**src/rtl/dsp_pkg.sv**
```systemverilog
// Shared encodings and default widths for the wavetable address/crossfade pipeline.
package dsp_pkg;

  localparam int unsigned DEF_ADDR_W = 10;
  localparam int unsigned DEF_FRAC_W = 8;
  localparam int unsigned DEF_STEP_W = 16;
  localparam int unsigned DEF_LEN_W  = 16;

  typedef enum logic [1:0] {
    MODE_STEADY = 2'b00,
    MODE_RISE   = 2'b01,
    MODE_FALL   = 2'b10,
    MODE_RSVD   = 2'b11
  } mode_t;

  typedef enum logic [1:0] {
    IDLE,
    RUN,
    DONE
  } state_t;

endpackage

```
**src/rtl/step_glide.sv**
```systemverilog
// Combinational next phase step: steady hold, or saturating glide toward the limit.
module step_glide
  import dsp_pkg::*;
#(
  parameter int unsigned STEP_W = DEF_STEP_W
) (
  input  mode_t             i_mode,
  input  logic [STEP_W-1:0] i_step,
  input  logic [STEP_W-1:0] i_delta,
  input  logic [STEP_W-1:0] i_limit,
  output logic [STEP_W-1:0] o_step_next
);

  logic [STEP_W:0] w_sum;
  logic [STEP_W:0] w_diff;

  // One guard bit: overflow of the add / borrow of the subtract saturates to the limit.
  assign w_sum  = {1'b0, i_step} + {1'b0, i_delta};
  assign w_diff = {1'b0, i_step} - {1'b0, i_delta};

  always_comb begin
    o_step_next = i_step;
    case (i_mode)
      MODE_RISE: o_step_next = (w_sum > {1'b0, i_limit}) ? i_limit : w_sum[STEP_W-1:0];
      MODE_FALL: o_step_next = (w_diff[STEP_W] || (w_diff < {1'b0, i_limit}))
                               ? i_limit : w_diff[STEP_W-1:0];
      default:   o_step_next = i_step;
    endcase
  end

endmodule

```
**src/rtl/wavetable_sequencer.sv**
```systemverilog
// Phase-accumulator wavetable walker: emits adjacent address pairs and crossfade weights
// over a valid/ready stream for a programmed number of samples.
module wavetable_sequencer
  import dsp_pkg::*;
#(
  parameter int unsigned ADDR_W = DEF_ADDR_W,
  parameter int unsigned FRAC_W = DEF_FRAC_W,
  parameter int unsigned STEP_W = DEF_STEP_W,
  parameter int unsigned LEN_W  = DEF_LEN_W
) (
  input  logic              clk,
  input  logic              rst_n,
  input  logic              start,
  input  logic              stop,
  input  logic [1:0]        mode,
  input  logic [STEP_W-1:0] step_init,
  input  logic [STEP_W-1:0] step_delta,
  input  logic [STEP_W-1:0] step_limit,
  input  logic [LEN_W-1:0]  length,
  output logic              out_valid,
  input  logic              out_ready,
  output logic [ADDR_W-1:0] addr0,
  output logic [ADDR_W-1:0] addr1,
  output logic [FRAC_W:0]   w0,
  output logic [FRAC_W:0]   w1,
  output logic              smooth,
  output logic              busy,
  output logic              done
);

  localparam int unsigned     PH_W   = ADDR_W + FRAC_W;
  localparam logic [FRAC_W:0] W_FULL = {1'b1, {FRAC_W{1'b0}}};

  state_t            r_state;
  logic [PH_W-1:0]   r_phase;
  logic [STEP_W-1:0] r_step;
  logic [LEN_W-1:0]  r_count;
  mode_t             r_mode;
  logic [STEP_W-1:0] r_delta;
  logic [STEP_W-1:0] r_limit;

  logic              w_accept;
  logic [PH_W-1:0]   w_phase_next;
  logic [ADDR_W-1:0] w_addr_next;
  logic [FRAC_W-1:0] w_frac_next;
  logic [STEP_W-1:0] w_step_next;

  assign w_accept     = out_valid && out_ready;
  assign w_phase_next = r_phase + PH_W'(r_step);
  assign w_addr_next  = w_phase_next[PH_W-1:FRAC_W];
  assign w_frac_next  = w_phase_next[FRAC_W-1:0];
  assign busy         = (r_state != IDLE);

  step_glide #(
    .STEP_W(STEP_W)
  ) u_glide (
    .i_mode     (r_mode),
    .i_step     (r_step),
    .i_delta    (r_delta),
    .i_limit    (r_limit),
    .o_step_next(w_step_next)
  );

  always_ff @(posedge clk or negedge rst_n) begin
    if (!rst_n) begin
      r_state   <= IDLE;
      r_phase   <= '0;
      r_step    <= '0;
      r_count   <= '0;
      r_mode    <= MODE_STEADY;
      r_delta   <= '0;
      r_limit   <= '0;
      out_valid <= 1'b0;
      addr0     <= '0;
      addr1     <= '0;
      w0        <= W_FULL;
      w1        <= '0;
      smooth    <= 1'b0;
      done      <= 1'b0;
    end else begin
      done <= 1'b0;
      case (r_state)
        IDLE: begin
          if (start && !stop) begin
            r_phase <= '0;
            r_step  <= step_init;
            r_count <= length;
            r_mode  <= mode_t'(mode);
            r_delta <= step_delta;
            r_limit <= step_limit;
            addr0   <= '0;
            addr1   <= ADDR_W'(1);
            w0      <= W_FULL;
            w1      <= '0;
            smooth  <= 1'b0;
            if (length != '0) begin
              r_state   <= RUN;
              out_valid <= 1'b1;
            end else begin
              r_state <= DONE;
              done    <= 1'b1;
            end
          end
        end
        RUN: begin
          if (stop) begin
            r_state   <= IDLE;
            out_valid <= 1'b0;
          end else if (w_accept) begin
            // Fields for the following sample come straight from the next phase.
            r_phase <= w_phase_next;
            r_step  <= w_step_next;
            r_count <= r_count - LEN_W'(1);
            addr0   <= w_addr_next;
            addr1   <= w_addr_next + ADDR_W'(1);
            w1      <= {1'b0, w_frac_next};
            w0      <= W_FULL - {1'b0, w_frac_next};
            smooth  <= |w_frac_next;
            if (r_count == LEN_W'(1)) begin
              out_valid <= 1'b0;
              r_state   <= DONE;
              done      <= 1'b1;
            end
          end
        end
        DONE:    r_state <= IDLE;
        default: r_state <= IDLE;
      endcase
    end
  end

endmodule
```
**config.mk**
```make
export PLATFORM = sky130hd
export DESIGN_NAME = wavetable_sequencer
export DESIGN_NICKNAME = d
export VERILOG_FILES = /design/src/rtl/dsp_pkg.sv /design/src/rtl/step_glide.sv /design/src/rtl/wavetable_sequencer.sv
export SDC_FILE = /design/constraint.sdc
export NUM_CORES = 1
export LEC_CHECK = 0
export BUFFER_PORTS_ARGS = -buffer_cell sky130_fd_sc_hd__buf_2
export CAP_MARGIN = 10
export CELL_PAD_IN_SITES_DETAIL_PLACEMENT = 1
export CELL_PAD_IN_SITES_GLOBAL_PLACEMENT = 2
export CORE_MARGIN = 2
export CORE_UTILIZATION = 37
export CTS_BUF_LIST = sky130_fd_sc_hd__clkbuf_2 sky130_fd_sc_hd__clkbuf_4 sky130_fd_sc_hd__clkbuf_8
export DETAILED_ROUTE_END_ITERATION = 10
export PLACE_DENSITY_LB_ADDON = 0.1
export SLEW_MARGIN = 15
export SYNTH_ARGS = -nofsm -noshare
export SYNTH_HDL_FRONTEND = slang
export SYNTH_HIERARCHICAL = 1
export SYNTH_SLANG_ARGS = --single-unit
```
**constraint.sdc**
```tcl
create_clock -name clk -period 6.4 [get_ports clk]
set_clock_uncertainty 0.05 [all_clocks]
set_input_delay 0.96 -clock clk [delete_from_list [all_inputs] [get_ports clk]]
set_output_delay 0.96 -clock clk [all_outputs]
set_load 0.03 [all_outputs]
```
==> run metrics <==
Post-synth EDFFs 0; routed vias slightly above 8000; Die H roughly 160 um; Crit Path Category flop to flop; cells after synthesis between 1000 and 1500; max_cap viols 0; RSZ-0062 raised after global routing false; origin of the worst setup path r_step[9]; CTS max path bufs 2; PnR Total Power 5.19 mW; Ys Warns 6; Synth top area share between 20% and 30%; num ports around 110; CORE AREA roughly 24000 um^2; cts hold-fix bufs 0; Area growth syn-to-layout 10.9%; initial antenna violation count 1; Yosys reg bits between 100 and 150; synth unique cells 91; diodes inserted 0; Tcrit/Tclk final 85.1%; CP arrival 5740 ps; detailed-route DRC error count 0; M2 GR Usage 38.9%; Die X 159 um; Static Leak 4.45 nW; origin of the worst min-delay path addr1[1]; synth top area cells dfrtp_1, ha_1, nand2_1, mux2_2, a21oi_1; Fin. Hold Viols 0; Initial Util between 30% and 40%; dpl hpwl about 22000 um; HP Class flop to flop; setup ws final roughly 950 ps; Placed Instances between 1000 and 1500; total grt overflow 0; Vias per Instance around 5.6; Inserted Clock Buffers 9; pwr dens 527 nW/um^2; largest net degree at the start of global routing between 60 and 70; Iteration-0 DRC Markers between 300 and 400; GR Util All Layers around a quarter; minimum clock period about 5400 ps; Setup TNS 0 ps; Final Wtd Congestion 0.883; CP Max Fanout 12; Worst-path clk slew 150 ps; f_max approximately 0.18 GHz; DR WL/cell between 20 and 25 um; global-route wire length before repair approximately 47000 um; fin util about two fifths; # setup viols final 0; R2R Path Start r_step[9]; Syn Std Cell Area approximately 8900 um^2; Setup Fix Bufs, Post-CTS 0; CP endpoint kind flop; FP Rows 56; Startpoint Class flop; outcome completed; Rel. slew slack 34.2%; H-tree levels 3; ANT nets after route 0; die area 25300 um^2; count leader, synth nand2_1; Pre-antenna DRT Iters 5; most instantiated cells after synthesis nand2_1, dfrtp_1, nor2_1, ha_1, a21oi_1; Avg Inst Size Synth 8.50 um^2; # resized after CTS 0; Clock Root Buffer clkbuf_8; WL final approximately 29000 um; GR peak layer met2; Clock Latency Late Sink 420 ps; fin nets about 1300; pre-CTS setup slack ~1000 ps; sequential fraction of the synthesis area a little under a third; vias in the first global route around 8400; Worst-Margin Slew 984 ps; Slew Viols, Final 0; Async SR Flop Fraction 100%; CTS tree built; Finished Layout Cells 1445; grt met3 use under 10%; Synth Net Count ~1200; maximum vdd drop 0.000188 V; Port Buffer Count roughly 110; share of cells above drive strength 1 18.7%; CTS Sinks 107; Synth area leader dfrtp_1; met1 GRT Util approximately 32%; Worst Path Required about 6700 ps; Primary FF master, synth dfrtp_1
-- cells by family (layout without fill, tap and decap cells) --
family                     count (synthesis)  in the layout  synth area share [%]
AOI/OAI and AO/OA                        311            311                  23.8
xor gates and xnor gates                  45             45                  4.73
adders and majority gates                 88             88                  12.6
buffers and inverters                    113            194                  5.75
DFF                                      107            107                  30.2
muxes                                     35             35                  4.42
other                                      1              1                0.0422
and+or+nand+nor                          345            345                  18.5
-- worst max-delay path, cell delays in order, from the launching register on --
cell and delay [ps]:
dfrtp_1 510, ha_1 620, nor2_1 170, a2111oi_0 460
a21oi_1 120, a21oi_1 290, o31a_1 210, o211ai_1 180
ha_1 370, a21oi_1 170, nand2_1 90, a2111oi_0 290
o21ai_1 210, a211o_1 420, nor2_1 540, a31oi_1 170
a32oi_1 250, nand2_1 100, a31oi_1 170
-- power breakdown --
part / internal (mW) / switching [mW] / leakage, nW / total (mW)
Sequential: 0.855 / 0.230 / 1.31 / 1.08
Combinational: 1.34 / 2.28 / 3.02 / 3.62
Clock: 0.166 / 0.321 / 0.110 / 0.487
Total: 2.36 / 2.83 / 4.45 / 5.19
-- final timing paths --
path	endpoint	slack (ps)	cells past startpoint
setup / recovery	r_step[15]	950	18
hold / removal	addr1[1]	450	2
setup reg to reg	r_step[15]	950	18
hold reg to reg	addr1[1]	450	2
max in group asynchronous	addr0[8]	4550	2
min in group asynchronous	r_limit[7]	610	1
-- placed cells by master (no fill, tap or decap), types with 7 or more instances in the layout --
master / n
nor3_1: 33
clkbuf_8: 9
nand3_1: 24
nand2_1: 111
xnor2_1: 22
o31a_1: 10
a31oi_1: 22
nor4_1: 8
a21oi_1: 73
dfrtp_1: 106
o31ai_1: 8
ha_1: 85
buf_2: 110
nand2b_1: 9
o211ai_1: 16
nor2b_1: 14
nor2_1: 89
buf_4: 7
o21ai_0: 64
xor2_1: 21
a21o_1: 12
nand4_1: 10
mux2_2: 34
inv_1: 57
or3_1: 8
o21a_1: 13
a211oi_1: 9
a22o_1: 14
-- area by class of cell --
class / instances / area [um^2]
Fill cell: 2884 / 13700
Multi-Input combinational cell: 825 / 5720
Sequential cell: 107 / 2680
Timing Repair Buffer: 117 / 603
Tap cell: 319 / 399
Inverter: 61 / 229
Clock buffer: 9 / 124
Clock inverter: 7 / 96.3
-- metrics by stage --
stage / area [um^2] / hold WS, ps
floorplan: 8880 / 422
finish: 9850 / 445
detailed placement: 9630 / 416
global placement: 9630 / 401
global route: 9850 / 486
CTS: 9850 / 456
-- per-layer routing --
| layer | wire length, um | vias to the layer above |
|---|---|---|
| met4 | 527 | 2 |
| met3 | 1090 | 35 |
| met1 | 13800 | 4000 |
| met2 | 13700 | 167 |
| met5 | 13 | - |
| li1 | - | 3913 |
-- flip-flops by register name, summed over array words and instances, names as in the netlist --
signal	cells
done	1
r_count	16
out_valid	1
r_delta	16
r_mode	2
r_phase	7
w0	9
r_limit	16
r_state	2
smooth	1
addr0	10
addr1	10
r_step	16
(Power assumes the default switching activity.)
